==> src/rtl/edge_event_arbiter.sv <==
// Edge capture on N_CH asynchronous lines, round-robin hand-off onto one valid/ready port.
// Define EDGE_BOTH_EN to also capture falling edges and report their polarity on ev_pol.
module edge_event_arbiter #(
  parameter int unsigned N_CH        = 4,
  parameter int unsigned SYNC_STAGES = 2
) (
  input  logic                    clk,
  input  logic                    rst_n,
  input  logic [N_CH-1:0]         data_in,
  input  logic [N_CH-1:0]         en_mask,
  output logic                    ev_valid,
  input  logic                    ev_ready,
  output logic [$clog2(N_CH)-1:0] ev_id,
  output logic                    ev_pol,
  output logic [N_CH-1:0]         ev_drop,
  input  logic                    drop_clr
);
  localparam int unsigned IDW = $clog2(N_CH);

  typedef enum logic [0:0] {StIdle, StOffer} state_e;

  state_e          state_q, state_d;
  logic [N_CH-1:0] sync_q [SYNC_STAGES];
  logic [N_CH-1:0] s, s_d_q, edge_det, ack_vec, ovf;
  logic [N_CH-1:0] pending_q, pending_d, drop_q, drop_d;
  logic [IDW-1:0]  rr_ptr_q, rr_ptr_d, id_q, id_d, pick, cand;
  logic [31:0]     idx;
  logic            found, ack;

  always_ff @(posedge clk or negedge rst_n) begin
    if (!rst_n) begin
      for (int k = 0; k < int'(SYNC_STAGES); k++) sync_q[k] <= '0;
      s_d_q <= '0;
    end else begin
      sync_q[0] <= data_in;
      for (int k = 1; k < int'(SYNC_STAGES); k++) sync_q[k] <= sync_q[k-1];
      s_d_q <= s;
    end
  end

  assign s = sync_q[SYNC_STAGES-1];

`ifdef EDGE_BOTH_EN
  assign edge_det = en_mask & (s ^ s_d_q);
`else
  assign edge_det = en_mask & s & ~s_d_q;
`endif

  assign ack = (state_q == StOffer) && ev_ready;

  always_comb begin
    ack_vec = '0;
    if (ack) ack_vec[id_q] = 1'b1;
  end

  // A fresh edge on the channel being acked re-arms it instead of counting as overflow.
  assign ovf       = edge_det & pending_q & ~ack_vec;
  assign pending_d = (pending_q & ~ack_vec) | edge_det;
  assign drop_d    = (drop_clr ? '0 : drop_q) | ovf;

  // Round-robin scan starting one past the last served channel.
  always_comb begin
    found = 1'b0;
    pick  = '0;
    idx   = '0;
    cand  = '0;
    for (int unsigned k = 1; k <= N_CH; k++) begin
      idx  = (32'(rr_ptr_q) + k) % N_CH;
      cand = IDW'(idx);
      if (!found && pending_q[cand]) begin
        found = 1'b1;
        pick  = cand;
      end
    end
  end

  always_comb begin
    state_d  = state_q;
    id_d     = id_q;
    rr_ptr_d = rr_ptr_q;
    case (state_q)
      StIdle: begin
        if (found) begin
          state_d = StOffer;
          id_d    = pick;
        end
      end
      StOffer: begin
        if (ev_ready) begin
          state_d  = StIdle;
          rr_ptr_d = id_q;
        end
      end
      default: state_d = StIdle;
    endcase
  end

  always_ff @(posedge clk or negedge rst_n) begin
    if (!rst_n) begin
      state_q   <= StIdle;
      pending_q <= '0;
      drop_q    <= '0;
      rr_ptr_q  <= '0;
      id_q      <= '0;
    end else begin
      state_q   <= state_d;
      pending_q <= pending_d;
      drop_q    <= drop_d;
      rr_ptr_q  <= rr_ptr_d;
      id_q      <= id_d;
    end
  end

`ifdef EDGE_BOTH_EN
  logic [N_CH-1:0] pol_q, pol_d, take;
  logic            pol_out_q;

  // Polarity is only recorded for edges that actually become pending.
  assign take  = edge_det & ~ovf;
  assign pol_d = (pol_q & ~take) | (s & take);

  always_ff @(posedge clk or negedge rst_n) begin
    if (!rst_n) begin
      pol_q     <= '0;
      pol_out_q <= 1'b1;
    end else begin
      pol_q <= pol_d;
      if (state_q == StIdle && found) pol_out_q <= pol_q[pick];
    end
  end

  assign ev_pol = pol_out_q;
`else
  assign ev_pol = 1'b1;
`endif

  assign ev_valid = (state_q == StOffer);
  assign ev_id    = id_q;
  assign ev_drop  = drop_q;

endmodule

==> config.mk <==
export PLATFORM = sky130hd
export DESIGN_NAME = edge_event_arbiter
export DESIGN_NICKNAME = d
export VERILOG_FILES = /design/src/rtl/edge_event_arbiter.sv
export SDC_FILE = /design/constraint.sdc
export NUM_CORES = 1
export LEC_CHECK = 0
export ABC_AREA = 0
export BUFFER_PORTS_ARGS = -buffer_cell sky130_fd_sc_hd__buf_2
export CAP_MARGIN = 10
export CELL_PAD_IN_SITES_DETAIL_PLACEMENT = 2
export CELL_PAD_IN_SITES_GLOBAL_PLACEMENT = 2
export CORE_UTILIZATION = 33
export DETAILED_ROUTE_END_ITERATION = 7
export PLACE_DENSITY = 0.86
export SLEW_MARGIN = 0
export SYNTH_ARGS = -nofsm -noshare
export SYNTH_HDL_FRONTEND = slang
export SYNTH_SLANG_ARGS = --single-unit
==> constraint.sdc <==
create_clock -name clk -period 1.4 [get_ports clk]
set_input_delay 0.14 -clock clk [delete_from_list [all_inputs] [get_ports clk]]
set_output_delay 0.14 -clock clk [all_outputs]
set_load 0.05 [all_outputs]
==> results_dict.tcl <==
set metrics [dict create \
    status "completed" \
    min_period_ns 1.284 \
    stdcell_area_sq_um 1116 \
    hold_path.startpoint "drop_clr" \
    synthAdderAreaFrac 0 \
    hold_viol 0 \
    gr-usage-met1 0.1965 \
    use_met3 0.04098 \
    seq_area_frac_synth 0.6739 \
    startpoint "rr_ptr_q[0]" \
    cp_max_fo 8 \
    antenna_left 0 \
    ios 20 \
    syn2layout_area_growth_pct 20.22 \
    vias_per_cell 5.099 \
    final_core_util 0.4347 \
    clkSinkCount 25 \
    syn_nets 89 \
    antenna_found_initial 0 \
    place.gp.congestion 0.7808 \
    synth_compound_area_frac 0.1105 \
    dr.first_iter.drc_count 2 \
    cts.path.max_buffers 2 \
    period_share 0.9168 \
    syn_area_per_cell_sq_um 12.06 \
    worst-setup-path-type "register to register" \
    place_inst 122 \
    wl_per_cell_um 16.60 \
    max-slew-margin-rel 0.6311 \
    grt_usage 0.1749 \
    vdd_drop_max_mv 0.8650 \
    power.density_nw_per_um2 1862 \
    yosys.area_share.xor_xnor 0.009434 \
    synth_warnings 0 \
    hold_path.class "primary input to register" \
    synthArstFlopShare 1.000 \
    clk_latency_ns 0.32 \
    synthMuxAreaShare 0.03235 \
    grt_pass1_vias 748 \
    ff2ff_setup_slack_ns 0.12 \
    syn-instance-count 77 \
    fin_nets 114 \
    grt_pass1_wl_um 3519 \
    cap_viol_max_count 0 \
    cp.required_ns 1.65 \
    timing.rr.start "rr_ptr_q[0]" \
    ys_types 23 \
    holdWs_ns 0.05272 \
    synth-simple-area-share 0.1240 \
    wl_um 2175 \
    instances_no_fill 131 \
    setup_tns_ns 0 \
    maxSlewViolCount 0 \
    max_freq_mhz 779.1 \
    cts_tree "built" \
    cts_setup_buffers 0 \
    cp.arrival_ns 1.53 \
    tightest_slew_ns 0.5533 \
    rows 18 \
    grt-ovfl-total 0 \
    synth_edf_count 0 \
    start_kind "register" \
    drive_gt1_frac 0.2376 \
    initial_core_util 0.3616 \
    core_sq_um 2567 \
    cp-end-kind "register" \
    rsz0062_at_grt "false" \
    antenna_cells 0 \
    cts.clk_slew.worst_paths_ns 0.13 \
    synth_ff_type "dfrtp_1" \
    grt_max_degree 26 \
    fp.dieArea_sq_um 3029 \
    finalSetupViolCount 0 \
    skew_ns 0.002133 \
    dpl_cell_area_sq_um 1032 \
    drc_errors 0 \
    use_met2 0.3153 \
    first_pass_iters 4 \
    hpwlAfterDp_um 1567 \
    ctsHtreeMaxLevel 1 \
    synthesis.area_sq_um 928.4 \
    die_h_um 55.04 \
    vias 668 \
    ys_ff_latch 25 \
    num-fill-cells 277 \
    p_leak_nw 0.5150 \
    dieWidth_um 55.04 \
    numCtsBuffers 3 \
    cts-root-buf "clkbuf_4" \
    portBuffers 18 \
    synth_top_family_by_area "simple AND/OR/NAND/NOR gates" \
    grt-busiest-layer "met2" \
]
worst max-delay path, stage by stage (launching register included):
cell and delay (ns):
dfrtp_2 0.48, or3b_1 0.39, o21ai_0 0.08, nand3_1 0.09, a31oi_1 0.18
final timing paths:
check                      cells after the start          end
min in group asynchronous                      2         s[2]
min reg2reg                                    0         s[1]
max in group asynchronous                      2  rr_ptr_q[0]
max reg2reg                                    4     ev_id[1]
max                                            4     ev_id[1]
min                                            2   ev_drop[1]
Yosys cell counts, drive strengths merged (2+ instances only):
cell type	count	area [sq um]
dfrtp	25	625.6
nand2	10	37.54
inv	5	18.77
nand3b	4	30.03
nor2	4	15.01
o21ai	4	20.02
o22ai	4	25.02
buf	3	23.77
mux2i	3	30.03
a21oi	2	10.01
nand3	2	10.01
o31ai	2	15.01
metrics by stage:
step                power, mW  worst slack, ns
global placement        1.687           0.1777
finish                  2.078           0.1164
global route            2.230          0.01127
detailed placement      1.750           0.1075
floorplan               1.555          0.02293
CTS                     2.098          0.04070
cell type report:
class	count	area (sq um)	area share
tap	30	37.54	0.03363
multi-input combinational	44	265.3	0.2377
timing repair buffer	23	140.1	0.1256
clock inverter	1	5.005	0.004484
sequential	25	626.9	0.5617
clock buffer	3	22.52	0.02018
inverter	5	18.77	0.01682
power by group:
| part | internal [mW] | switching [mW] | total, mW |
|---|---|---|---|
| Sequential | 0.869 | 0.203 | 1.07 |
| Clock | 0.107 | 0.217 | 0.324 |
| Combinational | 0.246 | 0.437 | 0.683 |
routing by layer:
metal,up-vias,part of all wire
met5,-,0
met2,19,0.54
li1,308,-
met4,0,0.020
met3,7,0.039
met1,334,0.40
layout by cell type (no fill, tap or decap), types with 2 or more instances in the layout:
cell type	Yosys	routed
a21oi_1	2	2
dlygate4sd3_1	0	5
nand3_1	2	2
nand3b_1	4	4
clkbuf_4	0	3
buf_2	1	18
nand2_1	10	10
nor2_1	4	4
mux2i_1	3	3
o22ai_1	4	4
o21ai_0	4	4
inv_1	5	5
dfrtp_1	25	24
logic make-up (layout without fill, tap and decap cells):
group / Yosys count / after routing
mux: 3 / 3
other cells: 1 / 1
xor+xnor: 1 / 1
simple gates: 23 / 23
compound gates: 16 / 16
flops: 25 / 25
buf+inv: 8 / 32
what timing repair did:
item | in CTS | in global routing
hold buffers | 5 | 0
gates resized for setup | 0 | 2
setup endpoints to repair | 0 | 3
hold endpoints to repair | 29 | 0
flip-flops by register name (all words and copies together), names as in the netlist:
register / flops
ev_drop: 4
ev_valid: 1
pending_q: 4
ev_id: 2
sync_q: 4
rr_ptr_q: 2
s: 4
s_d_q: 4
Note: power is estimated with default switching activity, not from simulation.
